$ cat config.mk
export PLATFORM = sky130hd
export DESIGN_NAME = interp_step_reader_flat
export DESIGN_NICKNAME = d
export VERILOG_FILES = /design/src/rtl/interp_step_reader_if.sv /design/src/rtl/interp_step_reader.sv /design/src/flat_wrapper.sv
export SDC_FILE = /design/constraint.sdc
export NUM_CORES = 1
export LEC_CHECK = 0
export CORE_AREA = 5 5 150 152
export CTS_BUF_LIST = sky130_fd_sc_hd__clkbuf_8
export CTS_CLUSTER_DIAMETER = 120
export DETAILED_ROUTE_END_ITERATION = 12
export DIE_AREA = 0 0 155 157
export GPL_TIMING_DRIVEN = 0
export PLACE_DENSITY = 0.48
export SYNTH_ARGS = -nofsm -noshare
export SYNTH_HDL_FRONTEND = slang
export SYNTH_SLANG_ARGS = --single-unit
$ cat constraint.sdc
create_clock -name i_clk -period 11.5 [get_ports i_clk]
set_input_delay 1.725 -clock i_clk [delete_from_list [all_inputs] [get_ports i_clk]]
set_output_delay 1.725 -clock i_clk [all_outputs]
set_load 0.005 [all_outputs]
$ cat src/rtl/interp_step_reader_if.sv
// Output stream from the interpolator readout towards the equalizer buffer.
interface interp_step_reader_if #(
  parameter int OUT_W = 16
) ();
  logic                    valid;
  logic                    ready;
  logic signed [OUT_W-1:0] data;
  logic [2:0]              idx;

  modport master (output valid, output data, output idx, input ready);
  modport slave  (input valid, input data, input idx, output ready);
endinterface

$ cat src/rtl/interp_step_reader.sv
// Snapshots a pilot base and the E/2E/5E step registers, then streams the six
// interpolated estimates base + k*E (k = 0..5), saturated to OUT_W bits.
module interp_step_reader #(
  parameter int REG1   = 17,
  parameter int REG2   = 18,
  parameter int REG3   = 19,
  parameter int BASE_W = 16,
  parameter int OUT_W  = 16
) (
  input  logic                     i_clk,
  input  logic                     i_rst,
  input  logic                     i_start,
  input  logic signed [BASE_W-1:0] i_base_in,
  input  logic signed [REG1-1:0]   i_reg_e,
  input  logic signed [REG2-1:0]   i_reg_2e,
  input  logic signed [REG3-1:0]   i_reg_5e,
  interp_step_reader_if.master     out_if,
  output logic                     o_busy,
  output logic                     o_done
);
  localparam int SUM_W = 21;
  localparam logic signed [SUM_W-1:0] SAT_MAX = SUM_W'((64'sd1 <<< (OUT_W-1)) - 64'sd1);
  localparam logic signed [SUM_W-1:0] SAT_MIN = SUM_W'(-(64'sd1 <<< (OUT_W-1)));

  typedef enum logic [1:0] {S_IDLE, S_RUN, S_DONE} state_t;

  state_t                   r_state, w_state_nxt;
  logic [2:0]               r_k;
  logic signed [BASE_W-1:0] r_base;
  logic signed [REG1-1:0]   r_e;
  logic signed [REG2-1:0]   r_2e;
  logic signed [REG3-1:0]   r_5e;
  logic                     r_valid;
  logic signed [OUT_W-1:0]  r_data;

  logic                     w_start_ok;
  logic                     w_xfer;
  logic [2:0]               w_k_nxt;
  logic signed [SUM_W-1:0]  w_e, w_2e, w_5e, w_inc, w_sum;

  function automatic logic signed [OUT_W-1:0] sat(input logic signed [SUM_W-1:0] s);
    if (s > SAT_MAX)      return SAT_MAX[OUT_W-1:0];
    else if (s < SAT_MIN) return SAT_MIN[OUT_W-1:0];
    else                  return s[OUT_W-1:0];
  endfunction

  always_ff @(posedge i_clk or negedge i_rst) begin
    if (!i_rst) r_state <= S_IDLE;
    else        r_state <= w_state_nxt;
  end

  always_comb begin
    w_state_nxt = r_state;
    w_start_ok  = 1'b0;
    w_xfer      = 1'b0;
    case (r_state)
      S_IDLE: if (i_start) begin
        w_start_ok  = 1'b1;
        w_state_nxt = S_RUN;
      end
      S_RUN: begin
        w_xfer = r_valid && out_if.ready;
        if (w_xfer && r_k == 3'd5) w_state_nxt = S_DONE;
      end
      S_DONE:  w_state_nxt = S_IDLE;
      default: w_state_nxt = S_IDLE;
    endcase
  end

  // Increment for the sample that follows the one being accepted; shifts and
  // one add replace a multiplier.
  assign w_k_nxt = r_k + 3'd1;
  assign w_e     = SUM_W'(r_e);
  assign w_2e    = SUM_W'(r_2e);
  assign w_5e    = SUM_W'(r_5e);

  always_comb begin
    w_inc = '0;
    case (w_k_nxt)
      3'd1:    w_inc = w_e;
      3'd2:    w_inc = w_2e;
      3'd3:    w_inc = w_e + w_2e;
      3'd4:    w_inc = w_2e <<< 1;
      3'd5:    w_inc = w_5e;
      default: w_inc = '0;
    endcase
  end

  assign w_sum = SUM_W'(r_base) + w_inc;

  always_ff @(posedge i_clk or negedge i_rst) begin
    if (!i_rst) begin
      r_k     <= '0;
      r_base  <= '0;
      r_e     <= '0;
      r_2e    <= '0;
      r_5e    <= '0;
      r_valid <= 1'b0;
      r_data  <= '0;
    end else if (w_start_ok) begin
      r_base  <= i_base_in;
      r_e     <= i_reg_e;
      r_2e    <= i_reg_2e;
      r_5e    <= i_reg_5e;
      r_k     <= '0;
      r_valid <= 1'b1;
      r_data  <= sat(SUM_W'(i_base_in));
    end else if (w_xfer) begin
      if (r_k == 3'd5) begin
        r_valid <= 1'b0;
      end else begin
        r_k    <= w_k_nxt;
        r_data <= sat(w_sum);
      end
    end
  end

  assign out_if.valid = r_valid;
  assign out_if.data  = r_data;
  assign out_if.idx   = r_k;
  assign o_busy       = (r_state == S_RUN);
  assign o_done       = (r_state == S_DONE);
endmodule

$ cat src/flat_wrapper.sv
// flat-port wrapper written by rule: the top's interface ports become plain ports
module interp_step_reader_flat 
#(
  parameter int REG1   = 17,
  parameter int REG2   = 18,
  parameter int REG3   = 19,
  parameter int BASE_W = 16,
  parameter int OUT_W  = 16
)
  (i_clk, i_rst, i_start, i_base_in, i_reg_e, i_reg_2e, i_reg_5e, o_busy, o_done, out_if_valid, out_if_data, out_if_idx, out_if_ready);
  interp_step_reader_if #(.OUT_W(OUT_W)) out_if_i ();
  input  logic i_clk;
  input  logic i_rst;
  input  logic i_start;
  input  logic signed [BASE_W-1:0] i_base_in;
  input  logic signed [REG1-1:0] i_reg_e;
  input  logic signed [REG2-1:0] i_reg_2e;
  input  logic signed [REG3-1:0] i_reg_5e;
  output logic o_busy;
  output logic o_done;
  output wire logic [$bits(out_if_i.valid)-1:0] out_if_valid;
  output wire logic [$bits(out_if_i.data)-1:0] out_if_data;
  output wire logic [$bits(out_if_i.idx)-1:0] out_if_idx;
  input wire logic [$bits(out_if_i.ready)-1:0] out_if_ready;
  assign out_if_valid = out_if_i.valid;
  assign out_if_data = out_if_i.data;
  assign out_if_idx = out_if_i.idx;
  assign out_if_i.ready = out_if_ready;
  interp_step_reader #(.REG1(REG1), .REG2(REG2), .REG3(REG3), .BASE_W(BASE_W), .OUT_W(OUT_W)) u_core (.i_clk(i_clk), .i_rst(i_rst), .i_start(i_start), .i_base_in(i_base_in), .i_reg_e(i_reg_e), .i_reg_2e(i_reg_2e), .i_reg_5e(i_reg_5e), .out_if(out_if_i), .o_busy(o_busy), .o_done(o_done));
endmodule
### Word-level counts from Yosys, hierarchy flattened

Cells that the tools add are included.

| storage, ports and cells | value |
|---|---|
| register bits | 92 |
| bits of input ports | 74 |
| output and inout port bits | 22 |
| logic and storage cells | 54 |

| operators by class | value |
|---|---|
| $add $sub $neg | 3 |
| order comparisons | 4 |
| equal/unequal tests | 11 |
| mux-type cells | 20 |
| reductions and logical operators | 8 |

Operators with widths:

| cell | count |
|---|---|
| $mux 16 | 7 |
| $pmux 21 s5 | 1 |
| $add 16x21->21 | 1 |
| $gt 21x16->1 const B | 1 |
| $lt 21x16->1 const B | 1 |
| $add 17x18->19 | 1 |
| $gt 16x16->1 const B | 1 |
| $lt 16x16->1 const B | 1 |
| $eq 3x3->1 const B | 3 |
| $mux 3 | 3 |
| $eq 3x2->1 const B | 2 |
| $mux 1 | 6 |
| $reduce_and 2->1 | 3 |
| $mux 2 | 2 |
| $ne 2x1->1 const B | 2 |
| $pmux 2 s2 | 1 |
| $reduce_bool 2->1 | 2 |
| $add 3x1->3 const B | 1 |
| $eq 3x1->1 const B | 1 |
| $eq 2x1->1 const B | 1 |
| $eq 2x2->1 const B | 1 |
| $logic_and 1x1->1 | 2 |
| $logic_not 2->1 | 1 |
| $ne 2x2->1 const B | 1 |

### Logic depth before layout (Yosys ltp)

| depth | value |
|---|---|
| word-level depth | 10 |
| depth in mapped cells | 21 |
| gate-level depth less buffers | 20 |

### Least setup slack after synthesis

Ideal clock, no wire load.

| timing | value |
|---|---|
| path type | register -> register |
| start | reg u_core.r_k[0] (netlist: u_core.out_if.idx[0]) |
| end | reg u_core.r_data[0] (netlist: u_core.out_if.data[0]) |
| setup time | 124 ps |
| arrival time | 4,128 ps |
| data required time | 11,376 ps |
| path slack | 7,248 ps |
| stages on the path, launching flop included | 18 |
| buffers on the path | 3 |
| clock period less this slack | 4,252 ps |
| path through | dfrtp_1 -> ha_1 -> ha_1 -> clkbuf_1 -> clkbuf_1 -> mux2_2 -> a222oi_1 -> o21ai_0 -> ha_1 -> a21oi_1 -> o21ai_2 -> o211a_4 -> o211a_1 -> a311oi_2 -> nor2_2 -> a31oi_4 -> buf_12 -> o21ai_2 |

| on the way | value |
|---|---|
| longest elaborated chain between the ends | 10 |
| elaborated cells on any way between the ends | 18 |
| classes of those cells | 2 x add/sub; 2 x order compare; 7 x eq/ne; 6 x mux; 1 x reduce/logical |

RTL lines:

| element | line | text |
|---|---|---|
| from (decl) | interp_step_reader.sv:28 | `logic [2:0] r_k;` |
| from (signal assigned) | interp_step_reader.sv:112 | `r_k <= w_k_nxt;` |
| $add 3x1->3 | interp_step_reader.sv:72 | `assign w_k_nxt = r_k + 3'd1;` |
| $eq 3x3->1 (tied with other cells) | interp_step_reader.sv:79 | `case (w_k_nxt)` |
| $pmux 21 s5 | interp_step_reader.sv:79 |  |
| $add 16x21->21 | interp_step_reader.sv:89 | `assign w_sum = SUM_W'(r_base) + w_inc;` |
| $lt 21x16->1 | interp_step_reader.sv:43 | `else if (s < SAT_MIN) return SAT_MIN[OUT_W-1:0];` |
| $mux 16 | interp_step_reader.sv:43 |  |
| $mux 16 | interp_step_reader.sv:42 | `if (s > SAT_MAX) return SAT_MAX[OUT_W-1:0];` |
| $mux 16 | interp_step_reader.sv:109 | `if (r_k == 3'd5) begin` |
| $mux 16 | interp_step_reader.sv:108 | `end else if (w_xfer) begin` |
| $mux 16 | interp_step_reader.sv:100 | `end else if (w_start_ok) begin` |
| to (signal assigned) | interp_step_reader.sv:107 | `r_data <= sat(SUM_W'(i_base_in));` |
| to (signal assigned) | interp_step_reader.sv:113 | `r_data <= sat(w_sum);` |
| to (decl) | interp_step_reader.sv:34 | `logic signed [OUT_W-1:0] r_data;` |

Several ways; a longest one is shown, not always the timed one. The select of a mux whose other input is x is not followed.
A chain may end at the register's enable or synchronous reset.

### Worst setup path after layout

| timing | value |
|---|---|
| start | reg u_core.r_k[0] (netlist: u_core.out_if.idx[0]) |
| end | reg u_core.r_data[3] (netlist: u_core.out_if.data[3]) |

Same word-level chain as after synthesis.

==> summary.txt <==
Hold path
  • Hold path startpoint: u_core.r_5e[5]
  • Hold Crit Class: reg -> reg

GRT
  • GR peak layer: met2
  • Grt met2 use: 0.2682
  • Largest net degree at the start of global routing: 68
  • Met3 usage: 0.02145
  • Total gr overflow: 0
  • First-pass GRT wire length: 31420 µm
  • Initial antenna violation count: 0
  • Total track usage: 0.1634
  • Vias in the first global route: 5649
  • Met1 Resource Use GR: 0.2286

Timing
  • Final worst slack: 6.268 ns
  • Worst Skew: 0.008676 ns
  • Fin. Hold Viols: 0
  • Total Neg Setup Slack: 0 ns
  • Final setup viols: 0
  • Max-slew violations: 0
  • Max frequency: 191.1 MHz
  • Slew HR: 0.4627
  • RSZ-0062 raised after global routing: no
  • Worst slew pin tran: 0.8059 ns
  • Min Hold Slack: 0.4827 ns
  • Period utilization: 0.4550
  • Crit path time final: 5.232 ns

Synthesis
  • Distinct cells, synth: 61
  • Most instantiated cells after synthesis: 246 x nand2_1, 92 x dfrtp_1, 44 x o21ai_0
  • Count leader, synth: nand2_1
  • FFs w/ async S/R, synth: 1.000
  • Mapped Area: 6161 µm²
  • Mean area per synthesized cell: around 8.3 µm²
  • Synth top area share: 0.3737
  • EDFF count, synth: 0
  • Top post-synthesis cells by area: dfrtp_1 37%, nand2_1 15%, ha_1 8.5%
  • #FFs+latches synth: 92
  • Syn nets: 856
  • Dominant synthesized flop cell: dfrtp_1
  • Post-synth top area cell: dfrtp_1
  • Synth warn: 0
  • Seq/Total Area, Yosys: 0.3737
  • Cells after Synth: 738

Final layout
  • Filler instances: between 2000 and 2500
  • Area delta synth->final: 24.43%
  • Final Util: 0.3670
  • Ant. Diodes: 0
  • Nets: roughly 960
  • Fraction of layout cells with a size suffix above 1: 0.07059

Detailed routing
  • Initial drt markers: 394
  • Post-route DRC violation count: 0
  • DR pass1 iterations: 5
  • Post-DR vias/cell: 4.920
  • Detail Route Antenna Nets: 0
  • Total Routed Length: 19770 µm
  • Vias: 5535
  • WL/cell: between 15 and 20 µm

CTS
  • Latest clock arrival within the worst-skew pair: 0.39 ns
  • CTS H-tree lvls: 3
  • CTS Hold Buffers Added: 0
  • CTS Root Cell: clkbuf_8
  • Clock net sink count: 92
  • TritonCTS clock tree: built
  • Cts bufs inserted: 9
  • Post-CTS Setup Bufs: 0
  • Clock buffer depth: 2
  • PostCTS Resize Cnt: 0
  • Worst-path clk slew: roughly 0.10 ns

Die
  • Starting density of the core: 0.2949
  • Die height: 157 µm
  • Ports: 96
  • Die Footprint: about 24000 µm²
  • Die Wd: 155 µm
  • Cell row count: 53
  • Core area: 20890 µm²

Pwr
  • Pint: roughly 1.4 mW
  • Seq pwr share: 0.218
  • Pwr per Cell Area: 360.0 nW/µm²
  • Comb power frac: 0.701
  • Clock power frac: 0.081
  • Peak supply drop: around 110 µV
  • P_leak: 3.544 nW
  • Switching Power: 1.377 mW
  • Post-route total power: around 2.8 mW
  • Switching share of power: 0.4991

Flow run
  • Maxcap violations: 0

Setup path
  • Startpoint Class: flip-flop
  • CP endpoint kind: flip-flop
  • Worst Setup SP: u_core.out_if.idx[0]
  • Max FO, Critical Path: 10
  • Worst R2R Start: u_core.out_if.idx[0]
  • Critical Path RT: 11.78 ns
  • Data arrival, critical path: 5.51 ns
  • WS Path Type: reg -> reg

Placed design
  • HPWL after DPL: 15100 µm
  • Input/output buffers: 95
  • GP Congestion: 0.8455
  • DP Worst Slack: 6.277 ns

Outcome
  • Status: finished, final reports clean
[placed cells by master (no fill, tap or decap), drive strengths merged, types with 11 or more instances in the layout]
cell type	n
nand2	246
clkdlybuf4s50	94
dfrtp	92
o21ai	59
ha	42
clkbuf	36
a21oi	35
nor2	24
inv	20
a222oi	16
xnor2	14
a31oi	14
mux2	11
xor2	11
a21o	11
[logic make-up after synthesis]
group,Yosys count,share of synthesized area
adders and majority gates,44,0.09179
muxes,13,0.02336
and+or+nand+nor,313,0.2074
buffers and inverters,51,0.03412
DFF,92,0.3737
AOI/OAI and AO/OA,200,0.2342
xor gates and xnor gates,25,0.03554
[flip-flops by register name (all words and copies together), names as in the netlist]
signal               flops
u_core.r_state           2
u_core.r_base           16
u_core.out_if.data      16
u_core.out_if.valid      1
u_core.r_e              17
u_core.r_5e             19
u_core.r_2e             18
u_core.out_if.idx        3
[path summary, 6_finish.rpt]
path                                    endpoint  slack [ns]  cells after the start
max                        u_core.out_if.data[3]        6.27                     17
min in group asynchronous  u_core.out_if.data[3]        1.25                      1
min                               u_core.r_5e[5]        0.48                      2
max in group asynchronous          u_core.r_e[7]        9.58                      2
min reg2reg                       u_core.r_5e[5]        0.48                      2
max reg2reg                u_core.out_if.data[3]        6.27                     17
[worst max-delay path, cell delays in order (launching register included)]
cell      delay, ns
dfrtp_1        0.43
ha_1           0.22
ha_1           0.31
clkbuf_1       0.55
clkbuf_1       0.48
mux2_2         0.40
a222oi_1       0.22
o21ai_0        0.25
ha_1           0.42
o211ai_1       0.13
o211ai_1       0.27
nand4_1        0.27
a31o_2         0.28
a221oi_1       0.24
nand4_1        0.16
buf_2          0.23
a31oi_1        0.19
o21ai_2        0.07
[layer usage]
metal  wire length [µm]  vias to the layer above
met4                243                        0
met2               9061                      106
met1               9726                     2596
met3                737                       15
li1                   -                     2818
met5                  0                        -
[per-stage QoR]
step | std cells | area, µm²
6_report | 1125 | 7666
2_1_floorplan | 738 | 6161
4_1_cts | 1125 | 7666
5_1_grt | 1125 | 7666
3_5_place_dp | 1109 | 7481
3_3_place_gp | 1108 | 7456
[power by group through the flow]
| stage | registers, mW | clock network (mW) | logic, mW |
|---|---|---|---|
| after floorplan | 0.568 | 0 | 1.45 |
| after global placement | 0.608 | 0 | 1.94 |
| after detailed placement | 0.607 | 0 | 1.94 |
| after CTS | 0.601 | 0.233 | 1.95 |
| after global routing | 0.622 | 0.245 | 2.17 |
| final | 0.600 | 0.224 | 1.94 |
[final cells by class]
class	instances	area, µm²	area share
Multi-Input combinational cell	595	3649	0.4759
Timing Repair Buffer	96	975.9	0.1273
Inverter	19	71.32	0.009303
Clock buffer	11	151.4	0.01975
Tap cell	275	344.1	0.04488
Buffer	32	138.9	0.01812
Clock inverter	5	33.78	0.004407
Sequential cell	92	2302	0.3003
No activity file was read; power rests on OpenSTA's default activity.
